<file path="src/rtl/stream_demux_12_if.sv">
// Stream bundle for the 1-to-2 packet demultiplexer: one input stream,
// two output streams and the per-output delivered-packet counters.
interface stream_demux_12_if #(
  parameter int WIDTH = 8,
  parameter int CNT_W = 16
);
  logic [WIDTH-1:0] in_data;
  logic             in_last;
  logic             in_valid;
  logic             in_ready;
  logic             sel;
  logic [WIDTH-1:0] out0_data;
  logic             out0_last;
  logic             out0_valid;
  logic             out0_ready;
  logic [WIDTH-1:0] out1_data;
  logic             out1_last;
  logic             out1_valid;
  logic             out1_ready;
  logic [CNT_W-1:0] pkt_cnt0;
  logic [CNT_W-1:0] pkt_cnt1;

  // Source/sink side: drives the input stream and the output readies
  modport master (
    output in_data, in_last, in_valid, sel, out0_ready, out1_ready,
    input  in_ready, out0_data, out0_last, out0_valid,
           out1_data, out1_last, out1_valid, pkt_cnt0, pkt_cnt1
  );

  // Demultiplexer side
  modport slave (
    input  in_data, in_last, in_valid, sel, out0_ready, out1_ready,
    output in_ready, out0_data, out0_last, out0_valid,
           out1_data, out1_last, out1_valid, pkt_cnt0, pkt_cnt1
  );
endinterface

</file>
<file path="src/rtl/stream_demux_12.sv">
// Registered 1-to-2 stream demultiplexer. The destination is taken from
// sel on the first beat of a packet and held until the last beat. Each
// output has a one-entry register and a wrapping delivered-packet counter.
module stream_demux_12 #(
  parameter int WIDTH = 8,
  parameter int CNT_W = 16
) (
  input logic              clk,
  input logic              rst_n,
  stream_demux_12_if.slave io_bus
);

  typedef enum logic [1:0] {
    ST_IDLE  = 2'd0,
    ST_LOCK0 = 2'd1,
    ST_LOCK1 = 2'd2
  } state_t;

  state_t           r_state;
  logic [WIDTH-1:0] r_out0_data;
  logic             r_out0_last;
  logic             r_out0_valid;
  logic [WIDTH-1:0] r_out1_data;
  logic             r_out1_last;
  logic             r_out1_valid;
  logic [CNT_W-1:0] r_pkt_cnt0;
  logic [CNT_W-1:0] r_pkt_cnt1;

  logic w_target;
  logic w_in_ready;
  logic w_accept;
  logic w_load0;
  logic w_load1;
  logic w_drain0;
  logic w_drain1;

  // Target selection and handshake: only the target output's fullness matters
  always_comb begin
    w_target = 1'b0;
    case (r_state)
      ST_IDLE:  w_target = io_bus.sel;
      ST_LOCK0: w_target = 1'b0;
      ST_LOCK1: w_target = 1'b1;
      default:  w_target = io_bus.sel;
    endcase
    if (w_target) begin
      w_in_ready = rst_n & (~r_out1_valid | io_bus.out1_ready);
    end else begin
      w_in_ready = rst_n & (~r_out0_valid | io_bus.out0_ready);
    end
    w_accept = io_bus.in_valid & w_in_ready;
    w_load0  = w_accept & ~w_target;
    w_load1  = w_accept & w_target;
    w_drain0 = r_out0_valid & io_bus.out0_ready;
    w_drain1 = r_out1_valid & io_bus.out1_ready;
  end

  // Packet lock FSM: lock onto sel at a multi-beat first beat, release on last
  always_ff @(posedge clk or negedge rst_n) begin
    if (!rst_n) begin
      r_state <= ST_IDLE;
    end else begin
      case (r_state)
        ST_IDLE: begin
          if (w_accept && !io_bus.in_last) begin
            r_state <= io_bus.sel ? ST_LOCK1 : ST_LOCK0;
          end else begin
            r_state <= ST_IDLE;
          end
        end
        ST_LOCK0, ST_LOCK1: begin
          if (w_accept && io_bus.in_last) begin
            r_state <= ST_IDLE;
          end else begin
            r_state <= r_state;
          end
        end
        default: r_state <= ST_IDLE;
      endcase
    end
  end

  // Output register 0: reload wins over drain so drain+reload keeps valid high
  always_ff @(posedge clk or negedge rst_n) begin
    if (!rst_n) begin
      r_out0_data  <= {WIDTH{1'b0}};
      r_out0_last  <= 1'b0;
      r_out0_valid <= 1'b0;
    end else if (w_load0) begin
      r_out0_data  <= io_bus.in_data;
      r_out0_last  <= io_bus.in_last;
      r_out0_valid <= 1'b1;
    end else if (w_drain0) begin
      r_out0_valid <= 1'b0;
    end
  end

  // Output register 1: same behaviour as output 0
  always_ff @(posedge clk or negedge rst_n) begin
    if (!rst_n) begin
      r_out1_data  <= {WIDTH{1'b0}};
      r_out1_last  <= 1'b0;
      r_out1_valid <= 1'b0;
    end else if (w_load1) begin
      r_out1_data  <= io_bus.in_data;
      r_out1_last  <= io_bus.in_last;
      r_out1_valid <= 1'b1;
    end else if (w_drain1) begin
      r_out1_valid <= 1'b0;
    end
  end

  // Delivered-packet counters: count last beats leaving each output, wrapping
  always_ff @(posedge clk or negedge rst_n) begin
    if (!rst_n) begin
      r_pkt_cnt0 <= {CNT_W{1'b0}};
      r_pkt_cnt1 <= {CNT_W{1'b0}};
    end else begin
      if (w_drain0 && r_out0_last) begin
        r_pkt_cnt0 <= r_pkt_cnt0 + CNT_W'(1);
      end
      if (w_drain1 && r_out1_last) begin
        r_pkt_cnt1 <= r_pkt_cnt1 + CNT_W'(1);
      end
    end
  end

  assign io_bus.in_ready   = w_in_ready;
  assign io_bus.out0_data  = r_out0_data;
  assign io_bus.out0_last  = r_out0_last;
  assign io_bus.out0_valid = r_out0_valid;
  assign io_bus.out1_data  = r_out1_data;
  assign io_bus.out1_last  = r_out1_last;
  assign io_bus.out1_valid = r_out1_valid;
  assign io_bus.pkt_cnt0   = r_pkt_cnt0;
  assign io_bus.pkt_cnt1   = r_pkt_cnt1;

endmodule

</file>
<file path="src/flat_wrapper.sv">
// flat-port wrapper written by rule: the top's interface ports become plain ports
module stream_demux_12_flat 
#(
  parameter int WIDTH = 8,
  parameter int CNT_W = 16
)
  (clk, rst_n, io_bus_in_data, io_bus_in_last, io_bus_in_valid, io_bus_sel, io_bus_out0_ready, io_bus_out1_ready, io_bus_in_ready, io_bus_out0_data, io_bus_out0_last, io_bus_out0_valid, io_bus_out1_data, io_bus_out1_last, io_bus_out1_valid, io_bus_pkt_cnt0, io_bus_pkt_cnt1);
  stream_demux_12_if #(.WIDTH(WIDTH), .CNT_W(CNT_W)) io_bus_i ();
  input logic clk;
  input logic rst_n;
  input wire logic [$bits(io_bus_i.in_data)-1:0] io_bus_in_data;
  input wire logic [$bits(io_bus_i.in_last)-1:0] io_bus_in_last;
  input wire logic [$bits(io_bus_i.in_valid)-1:0] io_bus_in_valid;
  input wire logic [$bits(io_bus_i.sel)-1:0] io_bus_sel;
  input wire logic [$bits(io_bus_i.out0_ready)-1:0] io_bus_out0_ready;
  input wire logic [$bits(io_bus_i.out1_ready)-1:0] io_bus_out1_ready;
  output wire logic [$bits(io_bus_i.in_ready)-1:0] io_bus_in_ready;
  output wire logic [$bits(io_bus_i.out0_data)-1:0] io_bus_out0_data;
  output wire logic [$bits(io_bus_i.out0_last)-1:0] io_bus_out0_last;
  output wire logic [$bits(io_bus_i.out0_valid)-1:0] io_bus_out0_valid;
  output wire logic [$bits(io_bus_i.out1_data)-1:0] io_bus_out1_data;
  output wire logic [$bits(io_bus_i.out1_last)-1:0] io_bus_out1_last;
  output wire logic [$bits(io_bus_i.out1_valid)-1:0] io_bus_out1_valid;
  output wire logic [$bits(io_bus_i.pkt_cnt0)-1:0] io_bus_pkt_cnt0;
  output wire logic [$bits(io_bus_i.pkt_cnt1)-1:0] io_bus_pkt_cnt1;
  assign io_bus_i.in_data = io_bus_in_data;
  assign io_bus_i.in_last = io_bus_in_last;
  assign io_bus_i.in_valid = io_bus_in_valid;
  assign io_bus_i.sel = io_bus_sel;
  assign io_bus_i.out0_ready = io_bus_out0_ready;
  assign io_bus_i.out1_ready = io_bus_out1_ready;
  assign io_bus_in_ready = io_bus_i.in_ready;
  assign io_bus_out0_data = io_bus_i.out0_data;
  assign io_bus_out0_last = io_bus_i.out0_last;
  assign io_bus_out0_valid = io_bus_i.out0_valid;
  assign io_bus_out1_data = io_bus_i.out1_data;
  assign io_bus_out1_last = io_bus_i.out1_last;
  assign io_bus_out1_valid = io_bus_i.out1_valid;
  assign io_bus_pkt_cnt0 = io_bus_i.pkt_cnt0;
  assign io_bus_pkt_cnt1 = io_bus_i.pkt_cnt1;
  stream_demux_12 #(.WIDTH(WIDTH), .CNT_W(CNT_W)) u_core (.clk(clk), .rst_n(rst_n), .io_bus(io_bus_i));
endmodule
</file>
<file path="config.mk">
export PLATFORM = sky130hd
export DESIGN_NAME = stream_demux_12_flat
export DESIGN_NICKNAME = d
export VERILOG_FILES = /design/src/rtl/stream_demux_12_if.sv /design/src/rtl/stream_demux_12.sv /design/src/flat_wrapper.sv
export SDC_FILE = /design/constraint.sdc
export NUM_CORES = 1
export LEC_CHECK = 0
export CORE_MARGIN = 5
export CORE_UTILIZATION = 62
export CTS_CLUSTER_DIAMETER = 100
export DETAILED_ROUTE_END_ITERATION = 6
export DONT_BUFFER_PORTS = 1
export PLACE_DENSITY = 0.77
export SLEW_MARGIN = 20
export SYNTH_ARGS = -nofsm -noshare
export SYNTH_HDL_FRONTEND = slang
export SYNTH_SLANG_ARGS = --single-unit
</file>
<file path="constraint.sdc">
create_clock -name clk -period 2.8 [get_ports clk]
set_clock_uncertainty 0.1 [all_clocks]
set_input_delay 0.56 -clock clk [delete_from_list [all_inputs] [get_ports clk]]
set_output_delay 0.56 -clock clk [all_outputs]
set_load 0.005 [all_outputs]
</file>
==> impl_metrics.tcl, run 1 <==
set metrics [dict create \
    gp_congestion 0.862 \
    antenna_cells 0 \
    nets 212 \
    postCtsResizedCells 0 \
    setup_viol 0 \
    period_share_pct 86.3 \
    path_clk_slew_ns 0.09 \
    maxSlewViolCount 0 \
    powerDensity_nw_per_um2 710 \
    p_clk_share_pct 33.1 \
    dp_hpwl_um 3290 \
    via_per_inst 5.98 \
    cp_max_fo 5 \
    end_kind "output pin" \
    worst_ep_arrival_time_ns 1.76 \
    max-slew-margin-rel_pct 54.7 \
    netlist_instances 185 \
    cp_slowest_cell "mux2i_1" \
    hp-class "input port to flop" \
    syn_avg_cell_area_um2 12.6 \
    boundaryPins 68 \
    stdcell_count 242 \
    cp.required_ns 2.14 \
    netSwitchingFraction_pct 25.2 \
    crit_chain "inv_1 -> ha_1 -> mux2i_1 -> nand2b_1 -> o311a_2" \
    rsz0062_at_grt "false" \
    clk_latency_ns 0.30 \
    critPathLaunchType "flop" \
    initial_utilization_pct 63.9 \
    portBuffers 0 \
    p_comb_share_pct 10.3 \
    status "finished, final reports clean" \
    first_pass_iters 4 \
    setup_tns_ns 0 \
    vias 1447 \
    criticalPathCategory "flop to output pin" \
    yosysSeqAreaShare_pct 57.8 \
    cts_tree "done" \
    yosys_warnings 0 \
    die_w_um 71.4 \
    antenna_found_initial 0 \
    final_layout_size_suffix_gt1_share_pct 19.6 \
    syn_to_final_growth_pct 9.68 \
    wl_per_cell_um 18.5 \
    grt.overflow.total 0 \
    rows 22 \
    die_h_um 71.4 \
    htreeDepth 2 \
    layout_min_cycle_time_ns 2.42 \
    cts_buffers 5 \
    cellLeakagePower_nw 1.17 \
    groute.usage.overall_pct 18.4 \
    ys_types 30 \
    drc 0 \
    postRouteAntennaNets 0 \
    clockRootBuffer "clkbuf_8" \
    vdd_drop_max_uv 483 \
    netlist_area_um2 2340 \
    cts_max_path_buffers 2 \
    finalHoldViolCount 0 \
    die_area_um2 5100 \
    grt_max_degree 55 \
    core_um2 3660 \
    yosys_register_bits 54 \
    synthesis.nets 204 \
    first_global_vias 1561 \
    p_int_w 0.00136 \
    max_freq_ghz 0.414 \
    tightest_slew_ns 0.673 \
    drt-total-wl_um 4480 \
    p_sw_w 0.000459 \
    seqPwrFrac_pct 56.5 \
    grt_first_pass_wirelength_um 7490 \
    maxCapViolations 0 \
    max_stage_delay_ns 0.42 \
    placed_cells 232 \
    drt_iter0_drc 55 \
    cts_sinks 54 \
]
==> cell usage after synthesis, drive strengths merged <==
library cell / number / area (um^2)
nor3: 6 / 45.0
a21boi: 1 / 7.51
mux2: 20 / 225
buf: 2 / 16.3
nor4: 1 / 6.26
and2: 1 / 6.26
or4: 1 / 11.3
and2b: 1 / 8.76
o22ai: 2 / 12.5
o21ai: 1 / 5.00
ha: 4 / 50.1
dfrtp: 54 / 1350
and4: 3 / 26.3
inv: 6 / 22.5
nand3: 14 / 82.6
mux2i: 1 / 10.0
a21o: 1 / 7.51
nor2: 8 / 30.0
and3: 4 / 25.0
xor2: 12 / 105
nand2: 11 / 41.3
xnor2: 18 / 158
or3: 1 / 6.26
o311a: 1 / 11.3
nand4: 8 / 50.1
or2: 1 / 6.26
nand2b: 2 / 12.5
==> final timing paths <==
check	from	end	slack, ns	depth (start not counted)
setup / recovery	u_core.r_state[1]$_DFFE_PN0P_	io_bus_in_ready	0.38	5
hold / removal	io_bus_sel	u_core.r_state[0]$_DFFE_PN0P_	0.23	1
setup reg to reg	u_core.r_state[1]$_DFFE_PN0P_	u_core.r_state[0]$_DFFE_PN0P_	0.58	7
hold reg to reg	u_core.io_bus.pkt_cnt0[15]$_DFFE_PN0P_	u_core.io_bus.pkt_cnt0[15]$_DFFE_PN0P_	0.41	1
max in group asynchronous	rst_n	u_core.io_bus.out1_data[6]$_DFFE_PN0P_	1.70	2
min in group asynchronous	rst_n	u_core.io_bus.pkt_cnt1[14]$_DFFE_PN0P_	0.68	2
==> power by group through the flow <==
stage | clock network, W | registers (W) | logic [W]
floorplan | 0 | 0.00101 | 0.000147
global placement | 0 | 0.00105 | 0.000161
detailed placement | 0 | 0.00105 | 0.000169
CTS | 0.000619 | 0.00104 | 0.000190
global route | 0.000660 | 0.00105 | 0.000218
finish | 0.000604 | 0.00103 | 0.000188
==> routing by layer <==
metal	routed length (um)	up-vias	GRT usage [%]
met5	0	-	0
met4	40	0	5.85
met3	460	4	9.40
met2	2270	55	30.6
met1	1720	729	20.5
li1	-	659	-
==> cell families (layout without fill, tap and decap cells) <==
| logic type | count (synthesis) | in the layout | synth area share (%) |
|---|---|---|---|
| AOI/OAI and AO/OA | 6 | 6 | 1.87 |
| and+or+nand+nor | 62 | 62 | 15.3 |
| DFF | 54 | 54 | 57.8 |
| muxes | 21 | 21 | 10.1 |
| buffers and inverters | 8 | 17 | 1.66 |
| adders and majority gates | 4 | 4 | 2.14 |
| xor gates and xnor gates | 30 | 30 | 11.2 |
==> registers in the layout, indices dropped and copies added, names as in the netlist <==
register and flops:
u_core.io_bus.out1_last 1, u_core.r_state 2, u_core.io_bus.out1_valid 1, u_core.io_bus.pkt_cnt0 16
u_core.io_bus.pkt_cnt1 16, u_core.io_bus.out0_valid 1, u_core.io_bus.out0_last 1, u_core.io_bus.out1_data 8
u_core.io_bus.out0_data 8
==> critical path: cells and delay by family, from the launching register on <==
family	cells	cell delay [ns]
mux	1	0.42
flops	1	0.39
fa+ha+maj	1	0.34
compound gates	1	0.16
simple gates	1	0.10
buf+inv	1	0.06
==> placed cells by master, fill, tap and decap left out, types with 3 or more instances in the layout <==
cell type	n
and3_1	4
and4_1	3
clkbuf_8	5
dfrtp_1	54
ha_1	4
inv_1	6
mux2_2	20
nand2_1	11
nand3_1	13
nand4_1	8
nor2_1	8
nor3_1	3
nor3_2	3
xnor2_1	18
xor2_1	12
==> through the flow <==
| stage | instance area [um^2] | power [W] | worst slack (ns) | hold WS [ns] | util (%) |
|---|---|---|---|---|---|
| floorplan | 2340 | 0.00115 | 0.857 | 0.164 | - |
| global placement | 2390 | 0.00121 | 0.726 | 0.166 | 65.3 |
| detailed placement | 2390 | 0.00122 | 0.614 | 0.166 | 65.3 |
| CTS | 2560 | 0.00185 | 0.379 | 0.0106 | 69.8 |
| global route | 2570 | 0.00193 | 0.306 | 0.227 | 70.1 |
| finish | 2570 | 0.00182 | 0.383 | 0.234 | 70.1 |
==> repair_timing <==
action | in CTS | in global routing
hold endpoints to repair | 54 | 4
endpoints found under the setup margin | 0 | 0
hold buffers | 1 | 1
buffers inserted | 0 | 0
==> cell type report <==
cell class                 instances  area, um^2
sequential                        54        1350
timing repair buffer               3        45.0
tap                               48        60.1
multi-input combinational        123         950
clock buffer                       5        68.8
clock inverter                     3        68.8
inverter                           6        22.5
fill                             266        1090
No activity file was read; power rests on OpenSTA's default activity.
==> run 2, diff against run 1 <==
--- a/config.mk
+++ b/config.mk
@@ -10,7 +10,9 @@
 export CTS_CLUSTER_DIAMETER = 100
 export DETAILED_ROUTE_END_ITERATION = 6
 export DONT_BUFFER_PORTS = 1
+export GPL_TIMING_DRIVEN = 0
 export PLACE_DENSITY = 0.77
+export REMOVE_ABC_BUFFERS = 1
 export SLEW_MARGIN = 20
 export SYNTH_ARGS = -nofsm -noshare
 export SYNTH_HDL_FRONTEND = slang
==> constraint.sdc (replaced) <==
create_clock -name clk -period 2.8 [get_ports clk]
set_clock_uncertainty 0.1 [all_clocks]
set_input_delay 0.56 -clock clk [delete_from_list [all_inputs] [get_ports clk]]
set_output_delay 0.56 -clock clk [all_outputs]
set_load 0.1 [all_outputs]
==> run 2 against run 1 <==
Effect of this change:
- sequential power is 82% higher
- cell count is 0.41% higher
- register-to-register slack worse by 0.37 ns
- combinational power is 10% higher
- via count is 1.7% lower
- hold slack worse by 0.22 ns
- power is 38% higher
- setup slack worse by 0.18 ns
- die area stayed put
- fmax is 6.8% lower
- critical endpoint is now u_core.io_bus.pkt_cnt1[10]$_DFFE_PN0P_
==> impl_metrics.tcl, run 2 (same netlist as run 1, synthesis figures left out) <==
set metrics [dict create \
    drt_iter0_drc 44 \
    vdd_drop_max_uv 735 \
    die_h_um 71.4 \
    cp_slowest_cell "dfrtp_1" \
    dp_hpwl_um 3350 \
    postRouteAntennaNets 0 \
    die_w_um 71.4 \
    grt_first_pass_wirelength_um 7550 \
    clk_latency_ns 0.30 \
    fin_area_um2 2560 \
    finalHoldViolCount 0 \
    fin_util_pct 69.9 \
    grt_max_degree 55 \
    htreeDepth 2 \
    path_delay_family "flip-flops" \
    drc 0 \
    groute.usage.overall_pct 18.8 \
    status "finished, final reports clean" \
    criticalPathCategory "flop to flop" \
    boundaryPins 68 \
    syn_to_final_growth_pct 9.36 \
    nFillCells 273 \
    critPathLaunchType "flop" \
    layout_min_cycle_time_ns 2.59 \
    power.total_w 0.00251 \
    final_common_cell "dfrtp_1" \
    vias 1422 \
    cp.required_ns 2.84 \
    wl_per_cell_um 18.6 \
    tightest_slew_ns 1.05 \
    crit_chain "ha_1 -> nand3_1 -> nor3_1 -> nand4_1 -> xnor2_1" \
    first_pass_iters 4 \
    hp-class "input port to asynchronous set/reset pin" \
    die_area_um2 5100 \
    layout_common_cells "51 x dfrtp_1, 20 x mux2_2, 18 x xnor2_1, 13 x nand3_1, 12 x xor2_1" \
    drt-total-wl_um 4520 \
    initial_utilization_pct 63.9 \
    first_global_vias 1517 \
    maxSlewViolCount 0 \
    end_kind "flop" \
    setup_viol 0 \
    rows 22 \
    nets 213 \
    portBuffers 0 \
    cts_buffers 5 \
    antenna_found_initial 0 \
    placed_area_um2 2380 \
    path_buf_inv 0 \
    clockRootBuffer "clkbuf_8" \
    rsz0062_at_grt "false" \
    via_per_inst 5.85 \
    cts_max_path_buffers 2 \
    worst_ep_arrival_time_ns 2.63 \
    grt.overflow.total 0 \
    maxCapViolations 0 \
    cellLeakagePower_nw 1.16 \
    max_freq_ghz 0.386 \
    max_stage_delay_ns 1.00 \
    cts_sinks 54 \
    cts_tree "done" \
    max-slew-margin-rel_pct 30.3 \
    setup_tns_ns 0 \
    antenna_cells 0 \
    path_clk_slew_ns 0.10 \
    cp_max_fo 4 \
    period_share_pct 92.6 \
    powerDensity_nw_per_um2 981 \
    final_layout_size_suffix_gt1_share_pct 22.6 \
    gp_congestion 0.728 \
    core_um2 3660 \
]
run 2: where the power goes:
group	total, W	internal [W]	switching (W)	leakage (nW)
sequential	0.00187	0.000875	0.000993	0.691
clock	0.000436	0.000199	0.000236	0.0472
combinational	0.000207	0.000118	0.0000884	0.424
total	0.00251	0.00119	0.00132	1.16
run 2: worst paths after layout:
kind                                                       startpoint  slack [ns]  cells past startpoint                                endpoint
worst max-delay path            u_core.io_bus.pkt_cnt1[0]$_DFFE_PN0P_        0.21                      5  u_core.io_bus.pkt_cnt1[10]$_DFFE_PN0P_
worst min-delay path                                            rst_n        0.01                      1   u_core.io_bus.pkt_cnt1[2]$_DFFE_PN0P_
worst max register to register  u_core.io_bus.pkt_cnt1[0]$_DFFE_PN0P_        0.21                      5  u_core.io_bus.pkt_cnt1[10]$_DFFE_PN0P_
worst min register to register          u_core.r_state[0]$_DFFE_PN0P_        0.45                      2           u_core.r_state[0]$_DFFE_PN0P_
max in group asynchronous                                       rst_n        2.36                      1    u_core.io_bus.out0_valid$_DFFE_PN0P_
min in group clk                                           io_bus_sel        0.24                      1           u_core.r_state[0]$_DFFE_PN0P_
run 2: what timing repair did:
action	in CTS	in global routing
pin swaps	0	1
hold buffers	1	0
resized for setup	1	4
buffers inserted	0	3
setup endpoints to repair	1	4
hold endpoints to repair	54	0
run 2: per-layer routing:
| metal | part of all wire, % | up-vias | track usage, % |
|---|---|---|---|
| met5 | 0 | - | 0 |
| met2 | 51 | 48 | 31.0 |
| li1 | - | 661 | - |
| met1 | 37 | 709 | 21.2 |
| met4 | 0.89 | 0 | 5.01 |
| met3 | 11 | 4 | 10.4 |
run 2: final cells by class:
class	count	area (um^2)	share of cell area (%)
Sequential cell	54	1360	53.0
Clock buffer	6	82.6	3.23
Clock inverter	2	12.5	0.489
Inverter	6	22.5	0.880
Tap cell	48	60.1	2.35
Multi-Input combinational cell	123	963	37.7
Timing Repair Buffer	4	62.6	2.44
run 2: metrics by stage:
step	std cells	hold slack (ns)	setup slack (ns)
2_1_floorplan	183	0.164	0.396
3_3_place_gp	231	0.166	0.229
3_5_place_dp	231	0.166	0.0833
4_1_cts	240	0.00847	0.0102
5_1_grt	243	0.00749	0.0688
6_report	243	0.0125	0.208
==> run 3, diff against run 2 <==
--- a/config.mk
+++ b/config.mk
@@ -6,12 +6,13 @@
 export NUM_CORES = 1
 export LEC_CHECK = 0
 export CORE_MARGIN = 5
-export CORE_UTILIZATION = 62
+export CORE_UTILIZATION = 64
+export CTS_BUF_LIST = sky130_fd_sc_hd__clkbuf_2 sky130_fd_sc_hd__clkbuf_4 sky130_fd_sc_hd__clkbuf_8
 export CTS_CLUSTER_DIAMETER = 100
 export DETAILED_ROUTE_END_ITERATION = 6
 export DONT_BUFFER_PORTS = 1
 export GPL_TIMING_DRIVEN = 0
-export PLACE_DENSITY = 0.77
+export PLACE_DENSITY = 0.79
 export REMOVE_ABC_BUFFERS = 1
 export SLEW_MARGIN = 20
 export SYNTH_ARGS = -nofsm -noshare
==> run 3 against run 2 <==
Effect of this change:
- hold slack got worse by 0.011 ns
- cell count is 0.41% lower
- register-to-register slack lost 0.06 ns
- power rose by 3.2%
- routed wire length rose by 1.9%
- sequential share of layout area up 0.058 points
- sequential cell count stayed put
- first-iteration DRC count up 55%
- clock-buffer cell count unchanged
- final area shrank 0.29%
- fmax fell by 3.8%
- combinational power about the same
- highest routed layer unchanged
==> impl_metrics.tcl, run 3 (same netlist as run 1, synthesis figures left out) <==
set metrics [dict create \
    drt_iter0_drc 68 \
    max_freq_ghz 0.371 \
    clockRootBuffer "clkbuf_8" \
    cts_buffers 5 \
    antenna_cells 0 \
    multi_input_area_um2 960 \
    maxSlewViolCount 0 \
    via_per_inst 5.95 \
    die_h_um 70.5 \
    powerDensity_nw_per_um2 1020 \
    cts_sinks 54 \
    hold_ws_ns 0.00149 \
    rrSetupSlack_ns 0.15 \
    final-seq-area_um2 1350 \
    antenna_found_initial 0 \
    rsz0062_at_grt "false" \
    boundaryPins 68 \
    critPathLaunchType "flop" \
    final_layout_size_suffix_gt1_share_pct 20.6 \
    layout_min_cycle_time_ns 2.70 \
    cp_max_fo 5 \
    cellLeakagePower_nw 1.16 \
    syn_to_final_growth_pct 9.04 \
    cts_max_path_buffers 2 \
    initial_utilization_pct 64.9 \
    vias 1441 \
    crit_chain "inv_1 -> ha_1 -> mux2i_1 -> o311a_4" \
    drt-total-wl_um 4600 \
    max-slew-margin-rel_pct 30.4 \
    clk_latency_ns 0.30 \
    die_w_um 70.5 \
    core_um2 3610 \
    drc 0 \
    rows 22 \
    grt.overflow.total 0 \
    final_common_cell "dfrtp_1" \
    post-place-ws_ns 0.165 \
    groute.usage.overall_pct 18.9 \
    cp_slowest_cell "mux2i_1" \
    fin_util_pct 70.7 \
    tightest_slew_ns 1.04 \
    status "finished, final reports clean" \
    top_layer "met4" \
    end_kind "output pin" \
    die_area_um2 4970 \
    setup_viol 0 \
    cp.required_ns 2.14 \
    max_stage_delay_ns 0.51 \
    wl_met2_um 2270 \
    finalHoldViolCount 0 \
    period_share_pct 96.3 \
    layout_common_cells "53 x dfrtp_1, 20 x mux2_2, 18 x xnor2_1, 13 x nand3_1, 12 x xor2_1" \
    nets 212 \
    nFillCells 246 \
    power.total_w 0.00259 \
    worst_ep_arrival_time_ns 2.04 \
    first_global_vias 1509 \
    dp_hpwl_um 3340 \
    hp-class "input port to asynchronous set/reset pin" \
    setup_tns_ns 0 \
    cts_tree "done" \
    grt_max_degree 55 \
    vdd_drop_max_uv 667 \
    met3WireLength_um 484 \
    wl_per_cell_um 19.0 \
    htreeDepth 2 \
    portBuffers 0 \
    grt_first_pass_wirelength_um 7450 \
    first_pass_iters 4 \
    maxCapViolations 0 \
    postRouteAntennaNets 0 \
    criticalPathCategory "flop to output pin" \
    gp_congestion 0.759 \
    layout_setup_ws_ns 0.104 \
    drt-met1-wl_um 1760 \
    path_clk_slew_ns 0.10 \
]
[run 3: layer usage]
metal / vias up / global-route usage (%)
li1: 652 / -
met1: 719 / 21.8
met2: 61 / 31.3
met3: 9 / 7.91
met4: 0 / 7.23
met5: - / 0
[run 3: metrics by stage]
step	area [um^2]	instances
CTS	2540	240
finish	2550	242
detailed placement	2380	231
global placement	2380	231
global route	2550	242
floorplan	2320	183
[run 3: report_power, final]
| part | total [W] | switching, W | internal (W) |
|---|---|---|---|
| sequential | 0.00187 | 0.000993 | 0.000874 |
| combinational | 0.000206 | 0.0000904 | 0.000115 |
| clock | 0.000519 | 0.000243 | 0.000277 |
[run 3: final timing paths]
check                                                         endpoint  cells after the start                           startpoint
worst max-delay path                                   io_bus_in_ready                      4        u_core.r_state[1]$_DFFE_PN0P_
worst min-delay path             u_core.io_bus.pkt_cnt1[7]$_DFFE_PN0P_                      1                                rst_n
worst max register to register  u_core.io_bus.pkt_cnt0[13]$_DFFE_PN0P_                      4  u_core.io_bus.out0_last$_DFFE_PN0P_
worst min register to register           u_core.r_state[0]$_DFFE_PN0P_                      2        u_core.r_state[0]$_DFFE_PN0P_
max in group asynchronous         u_core.io_bus.out1_valid$_DFFE_PN0P_                      1                                rst_n
min in group clk                         u_core.r_state[0]$_DFFE_PN0P_                      1                           io_bus_sel
[run 3: worst max-delay path, delay by kind of cell, from the launching register on]
family,cells,cell delay (ns)
compound gates,1,0.44
fa+ha+maj,1,0.34
buf+inv,1,0.05
flops,1,0.39
mux,1,0.51
[run 3: final cells by class]
cell class	instances	area share, %
flip-flops and latches	54	53.0
multi-input cells	123	37.6
clock buffers	6	2.99
well taps	48	2.35
repair buffers	3	1.67
clock inverters	2	1.47
inverters	6	0.883
[run 3: repair_timing]
action	CTS	global route
setup endpoints to repair	1	2
hold buffers	1	0
buffers inserted	0	2
pin swaps	0	1
gates resized for setup	2	0
hold endpoints to repair	54	0
